===== src/rtl/mips_pkg.sv =====
// ============================================================================
// Module      : mips_pkg
// Description : Shared encodings for the MIPS multiply/divide unit:
//               HI/LO operation codes, controller state encoding and the
//               architectural data width.
// Revision    : 1.0 - initial release
// ============================================================================
`default_nettype none

package mips_pkg;

  localparam int DATA_W = 32;

  // Operation select, sampled together with start.
  localparam logic [1:0] OP_MULT  = 2'b00;
  localparam logic [1:0] OP_MULTU = 2'b01;
  localparam logic [1:0] OP_DIV   = 2'b10;
  localparam logic [1:0] OP_DIVU  = 2'b11;

  typedef enum logic [1:0] {
    S_IDLE   = 2'd0,
    S_CALC   = 2'd1,
    S_FINISH = 2'd2
  } state_e;

endpackage

`default_nettype wire


===== src/rtl/mult_div_unit.sv =====
// ============================================================================
// Module      : mult_div_unit
// Description : Iterative multiply/divide unit with architectural HI/LO.
//               One result bit per cycle; 33-cycle latency from start to
//               done. Signed operations run on magnitudes and are corrected
//               in the FINISH cycle.
// Ports       : clk, rst_n          - clock, async active-low reset
//               start, op           - launch request and operation select
//               rs_data, rt_data    - operand A / operand B
//               hi_we, lo_we, wdata - MTHI / MTLO write port (IDLE only)
//               busy, done          - in-flight flag, one-cycle completion
//               hi, lo              - HI / LO register outputs
// Revision    : 1.0 - initial release
// ============================================================================
`default_nettype none

module mult_div_unit
  import mips_pkg::*;
#(
  parameter int WIDTH = DATA_W,
  parameter int ITER  = WIDTH
) (
  input  logic             clk,
  input  logic             rst_n,
  input  logic             start,
  input  logic [1:0]       op,
  input  logic [WIDTH-1:0] rs_data,
  input  logic [WIDTH-1:0] rt_data,
  input  logic             hi_we,
  input  logic             lo_we,
  input  logic [WIDTH-1:0] wdata,
  output logic             busy,
  output logic             done,
  output logic [WIDTH-1:0] hi,
  output logic [WIDTH-1:0] lo
);

  localparam int CNT_W = $clog2(ITER + 1);

  function automatic logic [WIDTH-1:0] neg_w(input logic [WIDTH-1:0] x);
    return ~x + {{(WIDTH-1){1'b0}}, 1'b1};
  endfunction

  function automatic logic [2*WIDTH-1:0] neg_2w(input logic [2*WIDTH-1:0] x);
    return ~x + {{(2*WIDTH-1){1'b0}}, 1'b1};
  endfunction

  state_e             state_q,   state_d;
  logic [CNT_W-1:0]   cnt_q,     cnt_d;
  logic               is_div_q,  is_div_d;
  logic               neg_quo_q, neg_quo_d;
  logic               neg_rem_q, neg_rem_d;
  // Multiplicand (multiply) or divisor (divide) magnitude.
  logic [WIDTH-1:0]   opnd_q,    opnd_d;
  // Shared shift register. Multiply: {partial product, multiplier}.
  // Divide: {partial remainder, dividend/quotient}.
  logic [2*WIDTH-1:0] acc_q,     acc_d;
  logic [WIDTH-1:0]   hi_q,      hi_d;
  logic [WIDTH-1:0]   lo_q,      lo_d;
  logic               done_q,    done_d;

  // Operand capture
  logic             w_signed, w_is_div, w_sa, w_sb, w_div0;
  logic [WIDTH-1:0] w_mag_a, w_mag_b;

  assign w_signed = (op == OP_MULT) || (op == OP_DIV);
  assign w_is_div = (op == OP_DIV)  || (op == OP_DIVU);
  assign w_sa     = w_signed & rs_data[WIDTH-1];
  assign w_sb     = w_signed & rt_data[WIDTH-1];
  assign w_mag_a  = w_sa ? neg_w(rs_data) : rs_data;
  assign w_mag_b  = w_sb ? neg_w(rt_data) : rt_data;
  assign w_div0   = w_is_div && (rt_data == '0);

  // Multiply step: add multiplicand when LSB of multiplier is set, then
  // shift the whole accumulator right by one (carry kept in the sum MSB).
  logic [WIDTH:0]     w_mul_sum;
  logic [2*WIDTH-1:0] w_mul_next;

  assign w_mul_sum  = {1'b0, acc_q[2*WIDTH-1:WIDTH]}
                    + (acc_q[0] ? {1'b0, opnd_q} : {(WIDTH+1){1'b0}});
  assign w_mul_next = {w_mul_sum, acc_q[WIDTH-1:1]};

  // Restoring divide step on a 33-bit shifted remainder. An unsigned
  // compare is used so that divide-by-zero (divisor 0) simply shifts the
  // dividend into the remainder while producing all-ones quotient bits.
  logic [WIDTH:0]     w_div_shift;
  logic [WIDTH-1:0]   w_div_diff;
  logic               w_div_ge;
  logic [2*WIDTH-1:0] w_div_next;

  assign w_div_shift = {acc_q[2*WIDTH-1:WIDTH], acc_q[WIDTH-1]};
  assign w_div_ge    = (w_div_shift >= {1'b0, opnd_q});
  assign w_div_diff  = w_div_shift[WIDTH-1:0] - opnd_q;
  assign w_div_next  = {(w_div_ge ? w_div_diff : w_div_shift[WIDTH-1:0]),
                        acc_q[WIDTH-2:0], w_div_ge};

  // Sign-corrected results
  logic [2*WIDTH-1:0] w_prod;
  logic [WIDTH-1:0]   w_quo, w_rem;

  assign w_prod = neg_quo_q ? neg_2w(acc_q) : acc_q;
  assign w_quo  = neg_quo_q ? neg_w(acc_q[WIDTH-1:0]) : acc_q[WIDTH-1:0];
  assign w_rem  = neg_rem_q ? neg_w(acc_q[2*WIDTH-1:WIDTH])
                            : acc_q[2*WIDTH-1:WIDTH];

  always_comb begin
    state_d   = state_q;
    cnt_d     = cnt_q;
    is_div_d  = is_div_q;
    neg_quo_d = neg_quo_q;
    neg_rem_d = neg_rem_q;
    opnd_d    = opnd_q;
    acc_d     = acc_q;
    hi_d      = hi_q;
    lo_d      = lo_q;
    done_d    = 1'b0;

    unique case (state_q)
      S_IDLE: begin
        if (hi_we) hi_d = wdata;
        if (lo_we) lo_d = wdata;
        if (start) begin
          state_d  = S_CALC;
          cnt_d    = '0;
          is_div_d = w_is_div;
          if (w_is_div) begin
            opnd_d = w_mag_b;
            // Divide-by-zero keeps the raw dividend so it emerges as HI
            // without any sign correction.
            acc_d     = {{WIDTH{1'b0}}, (w_div0 ? rs_data : w_mag_a)};
            neg_quo_d = ~w_div0 & (w_sa ^ w_sb);
            neg_rem_d = ~w_div0 & w_sa;
          end else begin
            opnd_d    = w_mag_a;
            acc_d     = {{WIDTH{1'b0}}, w_mag_b};
            neg_quo_d = w_sa ^ w_sb;
            neg_rem_d = 1'b0;
          end
        end
      end

      S_CALC: begin
        acc_d = is_div_q ? w_div_next : w_mul_next;
        cnt_d = cnt_q + 1'b1;
        if (cnt_q == CNT_W'(ITER - 1)) state_d = S_FINISH;
      end

      S_FINISH: begin
        if (is_div_q) begin
          hi_d = w_rem;
          lo_d = w_quo;
        end else begin
          hi_d = w_prod[2*WIDTH-1:WIDTH];
          lo_d = w_prod[WIDTH-1:0];
        end
        done_d  = 1'b1;
        state_d = S_IDLE;
      end

      default: state_d = S_IDLE;
    endcase
  end

  always_ff @(posedge clk or negedge rst_n) begin
    if (!rst_n) begin
      state_q   <= S_IDLE;
      cnt_q     <= '0;
      is_div_q  <= 1'b0;
      neg_quo_q <= 1'b0;
      neg_rem_q <= 1'b0;
      opnd_q    <= '0;
      acc_q     <= '0;
      hi_q      <= '0;
      lo_q      <= '0;
      done_q    <= 1'b0;
    end else begin
      state_q   <= state_d;
      cnt_q     <= cnt_d;
      is_div_q  <= is_div_d;
      neg_quo_q <= neg_quo_d;
      neg_rem_q <= neg_rem_d;
      opnd_q    <= opnd_d;
      acc_q     <= acc_d;
      hi_q      <= hi_d;
      lo_q      <= lo_d;
      done_q    <= done_d;
    end
  end

  assign busy = (state_q != S_IDLE);
  assign done = done_q;
  assign hi   = hi_q;
  assign lo   = lo_q;

endmodule

`default_nettype wire


===== config.mk =====
export PLATFORM = sky130hd
export DESIGN_NAME = mult_div_unit
export DESIGN_NICKNAME = d
export VERILOG_FILES = /design/src/rtl/mips_pkg.sv /design/src/rtl/mult_div_unit.sv
export SDC_FILE = /design/constraint.sdc
export NUM_CORES = 1
export LEC_CHECK = 0
export CAP_MARGIN = 15
export CORE_AREA = 2 2 160 162
export DETAILED_ROUTE_END_ITERATION = 7
export DIE_AREA = 0 0 162 164
export PLACE_DENSITY_LB_ADDON = 0.1
export SLEW_MARGIN = 25
export SYNTH_ARGS = -nofsm -noshare
export SYNTH_HDL_FRONTEND = slang
export SYNTH_SLANG_ARGS = --single-unit

===== constraint.sdc =====
create_clock -name clk -period 5.8 [get_ports clk]
set_clock_uncertainty 0.15 [all_clocks]
set_input_delay 0.58 -clock clk [delete_from_list [all_inputs] [get_ports clk]]
set_output_delay 0.58 -clock clk [all_outputs]
set_load 0.005 [all_outputs]

# --- After elaboration in Yosys (flattened, before gate mapping) ---
# Cells that the tools add are included.
# Widths: inputs -> output; s select.
op_classes:
  add_sub_neg: 8
  bitwise_logic: 11
  magnitude_cmp: 1
  muxes: 27
  eq_ne: 9
  reduce_logical: 14
ops:
  columns: ["cell", "n"]
  rows:
  - ["$mux 32", 13]
  - ["$mux 64", 3]
  - ["$add 32x1->32 const B", 4]
  - ["$not 32->32", 4]
  - ["$pmux 32 s2", 2]
  - ["$pmux 64 s2", 1]
  - ["$add 64x1->64 const B", 1]
  - ["$not 64->64", 1]
  - ["$add 32x32->33", 1]
  - ["$ge 33x32->1", 1]
  - ["$logic_not 32->1", 1]
  - ["$sub 32x32->32", 1]
  - ["$pmux 6 s2", 1]
  - ["$reduce_and 2->1", 5]
  - ["$ne 2x2->1 const B", 4]
  - ["$add 6x1->6 const B", 1]
  - ["$eq 2x2->1 const B", 3]
  - ["$eq 6x5->1 const B", 1]
  - ["$mux 6", 1]
  - ["$reduce_bool 2->1", 3]
  - ["$and 1x1->1", 4]
  - ["$logic_not 2->1", 2]
  - ["$mux 2", 2]
  - ["$pmux 2 s2", 1]
  - ["other kinds (6)", 9]
totals:
  register_bits: 172
  out_inout_bits: 66
  inputBits: 103

# --- Logic depth before layout (Yosys ltp) ---
# Gate-level depths: netlist of the first run.
logic_depth:
  depth_word: 8
  depth_mapped: 14
  mapped_depth_nobuf: 13

# --- Least setup slack after synthesis of the first run ---
# OpenSTA, ideal clock, no wires.
synth_path:
  path_type: "reg2reg"
  startpoint: "register acc_q[0]"
  endpoint: "register acc_q[60]"
  period_less_slack_ns: 3.532
  path_stages_with_launch: 14
  t_arrival_ns: 3.260
  required_time_ns: 5.528
  setup_time_ns: 0.122
  path_buffers: 1
  path_slack_ns: 2.268
  path_cell_list: "dfrtp_1 > inv_1 > clkbuf_1 > nor2_1 > ha_1 > a211o_1 > a2111oi_0 > o21ba_2 > o21a_1 > o311a_1 > o31ai_1 > nor4b_1 > o31ai_1 > a32o_1"
synth_via:
  elab_chain_cells: 4
synth_lines:
  columns: ["item", "line_no", "text"]
  rows:
  - ["from (decl)", "mult_div_unit.sv:57", "logic [2*WIDTH-1:0] acc_q, acc_d;"]
  - ["from (signal assigned)", "mult_div_unit.sv:172", "acc_q <= '0;"]
  - ["from (signal assigned)", "mult_div_unit.sv:183", "acc_q <= acc_d;"]
  - ["$mux 32", "mult_div_unit.sv:80", "+ (acc_q[0] ? {1'b0, opnd_q} : {(WIDTH+1){1'b0}});"]
  - ["$add 32x32->33", "mult_div_unit.sv:80", null]
  - ["$mux 64", "mult_div_unit.sv:143", "acc_d = is_div_q ? w_div_next : w_mul_next;"]
  - ["$pmux 64 s2", "mult_div_unit.sv:118", "unique case (state_q)"]
# No other way between the ends.
# A chain may end at the register's enable or synchronous reset.

# --- Final worst setup path of the first run ---
layout_path:
  startpoint: "input rt_data[0]"
  endpoint: "register acc_q[20]"
layout_via:
  elab_chain_cells: 6
  elab_cells_between_ends: 9
layout_lines:
  columns: ["item", "line_no", "text"]
  rows:
  - ["from (decl)", "mult_div_unit.sv:28", "input logic [WIDTH-1:0] rt_data,"]
  - ["$not 32->32 or $logic_not 32->1 (tied branches)", "mult_div_unit.sv:41, mult_div_unit.sv:72", null]
  - ["$add 32x1->32 or $logic_and 1x1->1 (tied branches)", "mult_div_unit.sv:41, mult_div_unit.sv:72", null]
  - ["$mux 32 (on tied branches)", "mult_div_unit.sv:71, mult_div_unit.sv:130", null]
  - ["$mux 32 (*)", "mult_div_unit.sv:126", "if (w_is_div) begin"]
  - ["$mux 64 (*)", "mult_div_unit.sv:122", "if (start) begin"]
  - ["$pmux 64 s2 (*)", "mult_div_unit.sv:118", null]
# Every way passes the cells marked *; elsewhere a longest branch is shown, timed or not. The select of a mux whose other input is x is not followed.

==> results of run 1 <==
-- cells by family after synthesis --
group | count (synthesis)
AOI/OAI and AO/OA | 662
and+or+nand+nor | 658
xor gates and xnor gates | 196
buffers and inverters | 180
DFF | 172
adders and majority gates | 71
muxes | 58
-- state kept, by name, summed over array words and instances, names as in the netlist --
signal,count
acc_q,64
cnt_q,6
done,1
hi,32
is_div_q,1
lo,32
neg_quo_q,1
neg_rem_q,1
opnd_q,32
state_q,2
-- final timing paths --
kind | startpoint | end | slack (ns) | depth (start not counted)
worst max-delay path | rt_data[0] | acc_q[20] | 1.52 | 12
worst min-delay path | lo[21] | lo[21] | 0.34 | 1
max in group asynchronous | rst_n | is_div_q | 3.74 | 3
worst max register to register | acc_q[0] | acc_q[60] | 1.68 | 12
worst min register to register | lo[21] | lo[21] | 0.34 | 1
min in group asynchronous | rst_n | lo[14] | 0.46 | 2
-- report_power, final --
group	internal (mW)	total (mW)	leakage (nW)	switching, mW
clock	0.606	1.26	0.307	0.650
sequential	1.66	2.47	2.07	0.816
combinational	2.62	6.09	5.04	3.47
-- area by class of cell --
cell class	instances	area [um2]	share of cell area, %
multi-input combinational	1645	10400	58.1
sequential	172	4310	24.1
timing repair buffer	195	1900	10.6
clock buffer	17	425	2.38
tap	330	413	2.31
inverter	63	236	1.32
clock inverter	15	216	1.21
-- synth_stat cells, types with 10 or more instances --
library cell,count
sky130_fd_sc_hd__nand2_1,251
sky130_fd_sc_hd__nor2_1,205
sky130_fd_sc_hd__o21ai_0,190
sky130_fd_sc_hd__a21oi_1,188
sky130_fd_sc_hd__dfrtp_1,172
sky130_fd_sc_hd__xnor2_1,103
sky130_fd_sc_hd__clkbuf_1,100
sky130_fd_sc_hd__xor2_1,93
sky130_fd_sc_hd__ha_1,69
sky130_fd_sc_hd__inv_1,63
sky130_fd_sc_hd__mux2i_1,48
sky130_fd_sc_hd__o31ai_1,42
sky130_fd_sc_hd__a21o_1,31
sky130_fd_sc_hd__a31oi_1,30
sky130_fd_sc_hd__nor3_1,29
sky130_fd_sc_hd__nand3_1,26
sky130_fd_sc_hd__or3_1,26
sky130_fd_sc_hd__a22oi_1,23
sky130_fd_sc_hd__o211ai_1,21
sky130_fd_sc_hd__o221ai_1,21
sky130_fd_sc_hd__nor4_1,17
sky130_fd_sc_hd__nand2b_1,15
sky130_fd_sc_hd__o22ai_1,15
sky130_fd_sc_hd__and2_1,13
sky130_fd_sc_hd__and3_1,13
sky130_fd_sc_hd__buf_1,13
sky130_fd_sc_hd__or4_1,13
sky130_fd_sc_hd__nor2b_1,12
sky130_fd_sc_hd__a211oi_1,11
sky130_fd_sc_hd__a221o_1,11
sky130_fd_sc_hd__mux2_2,10
sky130_fd_sc_hd__o21bai_1,10
-- metrics by stage --
step / utilization [%] / setup WS [ns] / area, um2 / std cells
after global placement: 69.3 / 1.22 / 17200 / 2403
after global routing: 72.1 / 1.23 / 17900 / 2437
after floorplan: - / 2.27 / 15300 / 1997
after CTS: 72.1 / 1.60 / 17900 / 2437
final: 72.1 / 1.52 / 17900 / 2437
after detailed placement: 69.5 / 1.15 / 17200 / 2404
-- metal layers --
| layer | track usage [%] | wire length [um] | vias up |
|---|---|---|---|
| li1 | - | - | 7395 |
| met4 | 18.6 | 2650 | 0 |
| met3 | 6.87 | 5880 | 149 |
| met1 | 56.6 | 22200 | 7541 |
| met2 | 64.0 | 24100 | 962 |
| met5 | 0 | 0 | - |
-- timing repair --
action,in CTS,in global routing
setup buffers,0,0
hold buffers,1,0
hold endpoints to repair,44,0
==> impl_summary.log, run 1 <==
INFO  metric cts.repair.resized = 0
INFO  metric synth-compound-area-share = 27.0%
INFO  metric synth-edff-count = 0
INFO  metric drt-wirelength-per-cell = around 22 um
INFO  metric syn2layout_area_growth = 16.6%
INFO  metric synth_fp_nets = between 2000 and 2500
INFO  metric critPathRequiredTime = between 5 and 6 ns
INFO  metric reported_leakage_power = ~7.4 nW
INFO  metric yosys-top-cells-area = sky130_fd_sc_hd__dfrtp_1 (28%), sky130_fd_sc_hd__o21ai_0 (6.2%), sky130_fd_sc_hd__nand2_1 (6.1%)
INFO  metric post_synth_top_area_cell = sky130_fd_sc_hd__dfrtp_1
INFO  metric synth.area.mux_share = 3.87%
INFO  metric grt_pass1_wl = approximately 85000 um
INFO  metric cts_tree = built
INFO  metric fin_tns_setup = 0 ns
INFO  metric yosys.area.top_type_share = between 20 and 30%
INFO  metric slew-limit-headroom = between 30 and 40%
INFO  metric worst-path-buf-inv = 2
INFO  metric post_route_cells_drive_above_1_share = 4.75%
INFO  metric drt_pre_antenna_iters = 6
INFO  metric initial_utilization = between 60% and 70%
INFO  metric report.final.setup_viol = 0
INFO  metric final.period_utilization = about three quarters
INFO  metric syn_area_cell = just under 8 um2
INFO  metric power_density = ~550 nW/um2
INFO  metric remaining_drc_errors = 0
INFO  metric synthFlopType = sky130_fd_sc_hd__dfrtp_1
INFO  metric critical-path-max-stage-delay = approximately 0.81 ns
INFO  metric antennaDiodeCount = 0
INFO  metric cts-buffers-inserted = 17
INFO  metric timing.hold.worst.class = reg2reg
INFO  metric layout_commonest_cell = sky130_fd_sc_hd__nand2_1
INFO  metric worstSetupStartpointType = primary input
INFO  metric outcome = complete, no violations
INFO  metric cts_num_sinks = approximately 170
INFO  metric top_level_ports = between 150 and 200
INFO  metric yosys.cell_types.count = 76
INFO  metric groute.usage.overall = 41.2%
INFO  metric antenna_found_initial = 0
INFO  metric clkSlewWorstSetupHoldPaths = 0.09 ns
INFO  metric port_buffers = approximately 170
INFO  metric synth-async-reset-ratio = 100%
INFO  metric ant_nets = 0
INFO  metric end_kind = register
INFO  metric hold_viol = 0
INFO  metric cp_top_family = simple AND/OR/NAND/NOR gates
INFO  metric grt_setup_unrepaired = false
INFO  metric place.gp.congestion = about 1.0
INFO  metric total_power = 9.82 mW
INFO  metric period_needed = ~4.3 ns
INFO  metric critical-path-slowest-cell = sky130_fd_sc_hd__or4_1
INFO  metric synth_seq_area_share = 28.1%
INFO  metric die_h = approximately 160 um
INFO  metric vias_per_cell = approximately 6.6
INFO  metric dp_hpwl = between 40000 and 50000 um
INFO  metric fmaxAchievable = around 0.23 GHz
INFO  metric gr-total-overflow = 0
INFO  metric maxCapViolCount = 0
INFO  metric coreArea = between 20000 and 25000 um2
INFO  metric clockRootBuffer = sky130_fd_sc_hd__clkbuf_16
INFO  metric fin_worst_hold_slack = about 0.34 ns
INFO  metric mostFrequentLayoutCells = sky130_fd_sc_hd__nand2_1 (250), sky130_fd_sc_hd__nor2_1 (203), sky130_fd_sc_hd__o21ai_0 (190), sky130_fd_sc_hd__a21oi_1 (188), sky130_fd_sc_hd__dfrtp_1 (171)
INFO  metric postSynthRegisterBits = 172
INFO  metric routed_wl = ~55000 um
INFO  metric syn-cell-area = between 15000 and 20000 um2
INFO  metric tightestPinTransition = 1.01 ns
INFO  metric synth_xor_xnor_area_share = around 11%
INFO  metric post_synth_inst_count = between 1500 and 2000
INFO  metric floorplan.rows = 58
INFO  metric die_w = 162 um
INFO  metric grt_pass1_vias = 15000
INFO  metric timing_max_transition_violations_final = 0
INFO  metric pin_count_of_the_biggest_net_entering_global_routing = approximately 110
INFO  metric worstPathCellList = clkdlybuf4s50_1 -> inv_1 -> ha_1 -> or4b_1 -> nor4b_4 -> nand3_1 -> or4_1 -> nand2_1 -> nor2_1 -> xnor2_1 -> a21oi_1 -> a221o_1
INFO  metric peakVddDrop = roughly 0.49 mV
INFO  metric synth_top_family_by_area = compound AO/OA/AOI/OAI gates
INFO  metric yosys.area_share.simple = 19.6%
INFO  metric timing.setup.critical_path_class = in2reg
INFO  metric nets = 2268
INFO  metric ctsHtreeMaxLevel = 4
INFO  metric cts.path.max_buffers = 2
INFO  metric ys.warnings.count = 0
INFO  metric die_area = 26600 um2
INFO  metric clk_latency = between 0.4 and 0.5 ns
INFO  metric cp.arrival = 4.47 ns
INFO  metric critical_path.max_fanout = 14
INFO  metric initialDrtViolationCount = roughly 1900
INFO  metric fillCellCount = 2010
INFO  metric route.vias.total = about 16000
INFO  metric synthAdderAreaFrac = about 6%
No activity file was read; power rests on OpenSTA's default activity.
==> run 2, diff against run 1 <==
--- a/config.mk
+++ b/config.mk
@@ -6,9 +6,9 @@
 export NUM_CORES = 1
 export LEC_CHECK = 0
 export CAP_MARGIN = 15
-export CORE_AREA = 2 2 160 162
+export CORE_AREA = 2 2 174 176
 export DETAILED_ROUTE_END_ITERATION = 7
-export DIE_AREA = 0 0 162 164
+export DIE_AREA = 0 0 176 178
 export PLACE_DENSITY_LB_ADDON = 0.1
 export SLEW_MARGIN = 25
 export SYNTH_ARGS = -nofsm -noshare
==> constraint.sdc (replaced) <==
create_clock -name clk -period 3.7 [get_ports clk]
set_clock_uncertainty 0.15 [all_clocks]
set_input_delay 0.37 -clock clk [delete_from_list [all_inputs] [get_ports clk]]
set_output_delay 0.37 -clock clk [all_outputs]
set_load 0.005 [all_outputs]
==> run 2 against run 1 <==
  * Final cell count is 8.2% higher
  * Final area is 6.0% higher
  * First-iteration DRC count is 3.6% lower
  * Non-clock buffer count is 139 higher
  * Total power is 66% higher
  * Critical path depth is 2 higher
  * Core utilization is 7.6 points lower
  * Highest routed layer unchanged
  * Die area is 18% higher
  * Flip-flop and latch count stayed put
  * Sequential share of layout area is 1.4 points lower
  * Combinational power is 86% higher
==> impl_summary.log, run 2 (synthesis gave the netlist of run 1 again) <==
INFO  metric initialDrtViolationCount = 1811 (-3.6%)
INFO  metric flip_flop_count_of_the_largest_register_after_layout = 64 (unchanged)
INFO  metric floorplan.rows = 63 (+8.6%)
INFO  metric worst-path-stages = 14 (+2)
INFO  metric ant_nets = 0 (unchanged)
INFO  metric post_route_cells_drive_above_1_share = 10.8% (+6.1 points)
INFO  metric place_ws = 0.0266 ns (-1.13 ns)
INFO  metric port_buffers = 168 (unchanged)
INFO  metric timing.setup.critical_path_class = reg2reg
INFO  metric pin_count_of_the_biggest_net_entering_global_routing = 73 (-34%)
INFO  metric hold_viol = 0 (unchanged)
INFO  metric worstReg2RegEnd = acc_q[60]
INFO  metric reg2reg_depth = 14 (+2)
INFO  metric groute.usage.overall = 36.4% (-4.8 points)
INFO  metric coreArea = 29400 um2 (+18%)
INFO  metric layout_commonest_cell = sky130_fd_sc_hd__nand2_1
INFO  metric fmaxAchievable = between 0.2 and 0.3 GHz
INFO  metric worstPathCellList = nand2_1 -> inv_1 -> ha_1 -> a211o_1 -> a2111oi_2 -> buf_4 -> o21ba_2 -> o21a_1 -> o311a_1 -> o31ai_1 -> buf_4 -> nor4b_1 -> o31ai_1 -> a32o_1
INFO  metric remaining_drc_errors = 0 (unchanged)
INFO  metric cp_top_family = compound AO/OA/AOI/OAI gates
INFO  metric cts-buffers-inserted = 17 (unchanged)
INFO  metric slew-limit-headroom = 40.0% (+7.2 points)
INFO  metric grt_pass1_wl = 88000 um (+4.1%)
INFO  metric cts.path.max_buffers = 2 (unchanged)
INFO  metric antennaDiodeCount = 0 (unchanged)
INFO  metric top_level_ports = 169 (unchanged)
INFO  metric routed_wl = 57000 um (+4.0%)
INFO  metric outcome = complete, no violations
INFO  metric timing_max_transition_violations_final = 0 (unchanged)
INFO  metric ctsHtreeMaxLevel = 4 (unchanged)
INFO  metric clk_latency = 0.45 ns (about the same)
INFO  metric vias_per_cell = 6.24 (-5.3%)
INFO  metric initial_utilization = 52.2% (-9.6 points)
INFO  metric power_density = 862 nW/um2 (+57%)
INFO  metric fillCellCount = 2614 (+30%)
INFO  metric peakVddDrop = 0.626 mV (+28%)
INFO  metric final.setup.worst_slack = 0.0896 ns (-1.43 ns)
INFO  metric final_util = 64.5% (-7.6 points)
INFO  metric crit_path_to = acc_q[60]
INFO  metric worstSetupStartpointType = register
INFO  metric dp.cells = 2602 (+8.2%)
INFO  metric drt-wirelength-per-cell = 21.6 um (-3.8%)
INFO  metric grt_pass1_vias = 15400 (+2.5%)
INFO  metric cp.arrival = 3.80 ns (-0.67 ns)
INFO  metric timing.hold.worst.class = in2reg
INFO  metric final_cells = 2636 (+8.2%)
INFO  metric final.period_utilization = a little over nine tenths
INFO  metric die_h = 178 um (+8.5%)
INFO  metric dp_hpwl = 44700 um (+7.5%)
INFO  metric cts_tree = built
INFO  metric worst-path-buf-inv = 3 (+1)
INFO  metric die_area = 31300 um2 (+18%)
INFO  metric clkSlewWorstSetupHoldPaths = 0.08 ns (about the same)
INFO  metric grt_setup_unrepaired = true
INFO  metric critical_path.max_fanout = 6 (-8)
INFO  metric worst_setup_path_startpoint = acc_q[0]
INFO  metric place.gp.congestion = 1.02 (-0.58%)
INFO  metric die_w = 176 um (+8.6%)
INFO  metric report.final.setup_viol = 0 (unchanged)
INFO  metric clockRootBuffer = sky130_fd_sc_hd__clkbuf_16
INFO  metric hold_path_startpoint = op[1]
INFO  metric reported_leakage_power = 8.07 nW (+8.9%)
INFO  metric maxCapViolCount = 0 (unchanged)
INFO  metric syn2layout_area_growth = 23.6%
INFO  metric cts_num_sinks = 172 (unchanged)
INFO  metric tightestPinTransition = 0.898 ns (-0.111 ns)
INFO  metric place_area = 18300 um2 (+6.4%)
INFO  metric critPathRequiredTime = 3.89 ns (-2.10 ns)
INFO  metric route.vias.total = 16400 (+2.4%)
INFO  metric area_taken_by_multi_input_logic_gates = 10400 um2 (+0.19%)
INFO  metric critical-path-max-stage-delay = 0.45 ns (-0.36 ns)
INFO  metric end_kind = register
INFO  metric critical-path-slowest-cell = sky130_fd_sc_hd__dfrtp_1
INFO  metric antenna_found_initial = 0 (unchanged)
INFO  metric drt_pre_antenna_iters = 5 (-1)
INFO  metric final_design_area_no_fill = 19000 um2 (+6.0%)
INFO  metric max_flop_register = acc_q
INFO  metric nets = 2407 (+6.1%)
INFO  metric regArea = 4310 um2 (unchanged)
INFO  metric mostFrequentLayoutCells = sky130_fd_sc_hd__nand2_1 (250), sky130_fd_sc_hd__nor2_1 (203), sky130_fd_sc_hd__a21oi_1 (188), sky130_fd_sc_hd__o21ai_0 (187), sky130_fd_sc_hd__dfrtp_1 (171)
INFO  metric period_needed = approximately 3.6 ns
INFO  metric r2r_slack = 0.09 ns (-1.59 ns)
INFO  metric worst_r2r_startpoint = acc_q[0]
INFO  metric gr-total-overflow = 0 (unchanged)
-- run 2: changes by cell type in the layout (fill, tap and decap cells not counted), moves of 2 or more --
cell                       change
sky130_fd_sc_hd__inv_8         +2
sky130_fd_sc_hd__clkinv_8      -3
sky130_fd_sc_hd__o21ai_0       -3
sky130_fd_sc_hd__buf_4       +139
sky130_fd_sc_hd__clkinv_4      +4
sky130_fd_sc_hd__inv_12        -5
sky130_fd_sc_hd__o21ai_1       +3
-- run 2: worst register-to-register path: stages (launching register included) --
cell and delay, ns:
sky130_fd_sc_hd__dfrtp_1 0.45, sky130_fd_sc_hd__nand2_1 0.14, sky130_fd_sc_hd__inv_1 0.05, sky130_fd_sc_hd__ha_1 0.28, sky130_fd_sc_hd__a211o_1 0.33, sky130_fd_sc_hd__a2111oi_2 0.39, sky130_fd_sc_hd__buf_4 0.18, sky130_fd_sc_hd__o21ba_2 0.17
sky130_fd_sc_hd__o21a_1 0.16, sky130_fd_sc_hd__o311a_1 0.26, sky130_fd_sc_hd__o31ai_1 0.10, sky130_fd_sc_hd__buf_4 0.16, sky130_fd_sc_hd__nor4b_1 0.29, sky130_fd_sc_hd__o31ai_1 0.13, sky130_fd_sc_hd__a32o_1 0.26
-- run 2: metrics by stage --
stage | hold slack (ns) | power, mW | setup TNS, ns
CTS | 0.300 | 16.0 | 0
finish | 0.320 | 16.3 | 0
detailed placement | 0.282 | 14.2 | 0
global route | 0.363 | 17.4 | -0.0306
global placement | 0.275 | 14.0 | 0
floorplan | -0.0756 | 10.1 | 0
-- run 2: worst min path at each step --
stage,slack (ns),to,cells past startpoint
finish,0.32,is_div_q,3
CTS,0.30,is_div_q,3
floorplan,-0.08,acc_q[0],0
global placement,0.28,lo[22],1
detailed placement,0.28,lo[20],1
global route,0.36,lo[28],2
-- run 2: final cells by class --
class                           count  area share (%)
Clock buffer                       18            2.26
Clock inverter                     14           0.785
Inverter                           63            1.25
Multi-Input combinational cell   1645            54.9
Sequential cell                   172            22.7
Tap cell                          390            2.57
Timing Repair Buffer              334            15.5
-- run 2: routing by layer --
| metal | routed length, um | GRT usage (%) |
|---|---|---|
| met1 | 24600 | 50.5 |
| met2 | 24800 | 56.7 |
| met3 | 5430 | 6.03 |
| met4 | 2260 | 14.9 |
| met5 | 0 | 0 |
-- run 2: repair_timing --
action / in CTS / in global routing
resized for setup: 0 / 9
hold buffers: 1 / 0
setup buffers: 0 / 1
endpoints found under the hold margin: 68 / 0
setup endpoints to repair: 0 / 8
-- run 2: power by group --
group / switching [mW] / internal (mW) / total (mW)
Clock: 0.919 / 0.901 / 1.82
Combinational: 6.34 / 4.93 / 11.3
Sequential: 0.640 / 2.61 / 3.25
==> run 3, diff against run 2 <==
--- a/config.mk
+++ b/config.mk
@@ -6,10 +6,11 @@
 export NUM_CORES = 1
 export LEC_CHECK = 0
 export CAP_MARGIN = 15
-export CORE_AREA = 2 2 174 176
+export CORE_AREA = 2 2 190 192
 export DETAILED_ROUTE_END_ITERATION = 7
-export DIE_AREA = 0 0 176 178
+export DIE_AREA = 0 0 192 194
 export PLACE_DENSITY_LB_ADDON = 0.1
+export SKIP_LAST_GASP = 1
 export SLEW_MARGIN = 25
 export SYNTH_ARGS = -nofsm -noshare
 export SYNTH_HDL_FRONTEND = slang
==> run 3 against run 2 <==
  * Global-route usage is 4.5 points lower
  * Critical path depth stayed put
  * Core utilization is 11 points lower
  * Via count is 2.0% lower
  * Final cell count is 1.9% higher
  * Non-clock buffer count is 21 lower
  * Worst hold slack worse by 0.055 ns
  * Sequential share of layout area hardly changed
  * Clock-buffer cell count is 1 lower
  * Fmax is 1.3% higher
  * Flip-flop and latch count stayed put
  * Clock power is 4% higher
  * Critical path type unchanged
  * Largest power group unchanged
==> impl_summary.log, run 3 (synthesis gave the netlist of run 1 again) <==
INFO  metric power_density = 854 nW/um2 (-0.85%)
INFO  metric die_h = 194 um (+9.0%)
INFO  metric cts-buffers-inserted = 17 (unchanged)
INFO  metric floorplan.rows = 69 (+9.5%)
INFO  metric coreArea = 35200 um2 (+20%)
INFO  metric cts_setup_buffers = 0 (unchanged)
INFO  metric clockRootBuffer = sky130_fd_sc_hd__clkbuf_16
INFO  metric initial_utilization = 43.6% (-8.6 points)
INFO  metric route.vias.total = 16100 (-2.0%)
INFO  metric port_buffers = 168 (unchanged)
INFO  metric layout_commonest_cell = sky130_fd_sc_hd__nand2_1
INFO  metric ctsHtreeMaxLevel = 4 (unchanged)
INFO  metric reported_leakage_power = 7.99 nW (-0.98%)
INFO  metric nets = 2386 (-0.87%)
INFO  metric pin_count_of_the_biggest_net_entering_global_routing = 68 (-6.8%)
INFO  metric place_ws = 0.0474 ns (+0.0208 ns)
INFO  metric drt-wirelength-per-cell = 22.1 um (+2.3%)
INFO  metric place.gp.congestion = 0.952 (-6.9%)
INFO  metric area_taken_by_multi_input_logic_gates = 10400 um2 (+0.11%)
INFO  metric routed_wl = 59500 um (+4.3%)
INFO  metric p_sw = 7.91 mW (+0.13%)
INFO  metric r2r_slack = 0.13 ns (+0.05 ns)
INFO  metric period_needed = 3.57 ns (-0.0451 ns)
INFO  metric hold_viol = 0 (unchanged)
INFO  metric final.setup.worst_slack = 0.135 ns (+0.0451 ns)
INFO  metric max_flop_register = acc_q
INFO  metric fin_worst_hold_slack = 0.265 ns (-0.0553 ns)
INFO  metric top_level_ports = 169 (unchanged)
INFO  metric tightestPinTransition = 0.857 ns (-0.0405 ns)
INFO  metric antennaDiodeCount = 0 (unchanged)
INFO  metric initialDrtViolationCount = 1452 (-20%)
INFO  metric cts_num_sinks = 172 (unchanged)
INFO  metric pwr-share-seq = 20.2% (+0.3 points)
INFO  metric timing.setup.critical_path_class = reg2reg
INFO  metric cts_tree = built
INFO  metric antenna_found_initial = 0 (unchanged)
INFO  metric drt_pre_antenna_iters = 8 (+3)
INFO  metric timing.hold.worst.class = in2async
INFO  metric gr-total-overflow = 0 (unchanged)
INFO  metric fmaxAchievable = 0.280 GHz (+1.3%)
INFO  metric critPathRequiredTime = 3.90 ns (about the same)
INFO  metric post_route_cells_drive_above_1_share = 10.2% (-0.62 points)
INFO  metric outcome = complete, no violations
INFO  metric die_w = 192 um (+9.1%)
INFO  metric die_area = 37200 um2 (+19%)
INFO  metric report.final.setup_viol = 0 (unchanged)
INFO  metric grt_setup_unrepaired = true
INFO  metric critical_path.max_fanout = 5 (-1)
INFO  metric clkSlewWorstSetupHoldPaths = 0.08 ns (about the same)
INFO  metric timing_max_transition_violations_final = 0 (unchanged)
INFO  metric peakVddDrop = 0.413 mV (-34%)
INFO  metric maxCapViolCount = 0 (unchanged)
INFO  metric power_report.internal_total = 8.28 mW (-1.8%)
INFO  metric clk_latency = 0.46 ns (about the same)
INFO  metric netSwitchingFraction = 48.8% (+0.50 points)
INFO  metric syn2layout_area_growth = 23.6% (about the same)
INFO  metric share_clk_of_total_power = 11.7% (+0.6 points)
INFO  metric ant_nets = 0 (unchanged)
INFO  metric regArea = 4310 um2 (about the same)
INFO  metric flip_flop_count_of_the_largest_register_after_layout = 64 (unchanged)
INFO  metric fillCellCount = 3485 (+33%)
INFO  metric end_kind = register
INFO  metric remaining_drc_errors = 0 (unchanged)
INFO  metric grt_pass1_wl = 90600 um (+3.0%)
INFO  metric dp_hpwl = 46800 um (+4.7%)
INFO  metric grt_pass1_vias = 15200 (-1.0%)
INFO  metric comb_power_share = 68.1% (-0.9 points)
INFO  metric worstSetupStartpointType = register
INFO  metric cts.path.max_buffers = 2 (unchanged)
INFO  metric cp.arrival = 3.76 ns (-0.04 ns)
INFO  metric mostFrequentLayoutCells = sky130_fd_sc_hd__nand2_1 (250), sky130_fd_sc_hd__nor2_1 (202), sky130_fd_sc_hd__o21ai_0 (189), sky130_fd_sc_hd__a21oi_1 (187), sky130_fd_sc_hd__dfrtp_1 (169)
INFO  metric final.period_utilization = 96.4% (-1.2 points)
INFO  metric slew-limit-headroom = 42.3% (+2.3 points)
INFO  metric vias_per_cell = 6.00 (-3.8%)
INFO  metric groute.usage.overall = 31.9% (-4.5 points)
run 3: cell count changes in the layout (fill, tap and decap cells not counted), sizes merged:
| cell | previous run | this run |
|---|---|---|
| clkbuf | 18 | 17 |
| bufinv | 0 | 1 |
| buf | 167 | 146 |
run 3: path summary, 6_finish.rpt:
kind | start | endpoint | depth (start not counted)
setup / recovery | acc_q[0] | acc_q[63] | 14
hold / removal | rst_n | lo[10] | 2
setup reg to reg | acc_q[0] | acc_q[63] | 14
hold reg to reg | lo[23] | lo[23] | 2
max in group asynchronous | rst_n | hi[12] | 3
min in group clk | op[1] | is_div_q | 3
run 3: per-layer routing:
| layer | wire length [um] | global-route usage [%] |
|---|---|---|
| met3 | 4860 | 5.59 |
| met5 | 0 | 0 |
| met1 | 26500 | 44.8 |
| met4 | 2660 | 13.7 |
| met2 | 25500 | 48.0 |
run 3: what timing repair did:
| action | in CTS | in global routing |
|---|---|---|
| hold endpoints to repair | 43 | 0 |
| setup endpoints to repair | 0 | 8 |
| hold buffers | 1 | 0 |
| gates resized for setup | 0 | 9 |
run 3: power groups by stage:
stage	clock (mW)	sequential (mW)	combinational (mW)
global placement	0	3.28	10.7
floorplan	0	3.28	6.81
CTS	1.91	3.25	10.8
finish	1.90	3.26	11.0
detailed placement	0	3.29	10.7
global route	1.99	3.36	12.0
run 3: worst max-delay path, stage by stage, from the launching register on:
cell and delay, ns:
sky130_fd_sc_hd__dfrtp_1 0.42, sky130_fd_sc_hd__and2_1 0.15, sky130_fd_sc_hd__ha_1 0.20, sky130_fd_sc_hd__inv_1 0.07, sky130_fd_sc_hd__fa_1 0.39, sky130_fd_sc_hd__nand2b_1 0.19, sky130_fd_sc_hd__a21o_1 0.21, sky130_fd_sc_hd__a211oi_2 0.22
sky130_fd_sc_hd__nor2_1 0.14, sky130_fd_sc_hd__o31ai_1 0.28, sky130_fd_sc_hd__buf_4 0.20, sky130_fd_sc_hd__a21o_1 0.18, sky130_fd_sc_hd__a31oi_1 0.12, sky130_fd_sc_hd__o31a_1 0.32, sky130_fd_sc_hd__a211oi_1 0.21
run 3: through the flow:
step | cell area, um2 | utilization (%) | TNS (ns) | instances | total power [mW]
final | 19000 | 53.8 | 0 | 2686 | 16.2
after floorplan | 15300 | - | 0 | 1997 | 10.1
after detailed placement | 18300 | 52.0 | 0 | 2653 | 14.0
after global placement | 18300 | 52.0 | 0 | 2653 | 13.9
after global routing | 19000 | 53.8 | -0.0601 | 2686 | 17.4
after CTS | 18900 | 53.7 | 0 | 2686 | 16.0
run 3: area by class of cell:
class,count,share of cell area (%)
Clock buffer,17,2.24
Sequential cell,172,22.7
Inverter,63,1.25
Multi-Input combinational cell,1645,55.0
Clock inverter,15,0.944
Timing Repair Buffer,313,14.8
Tap cell,461,3.04
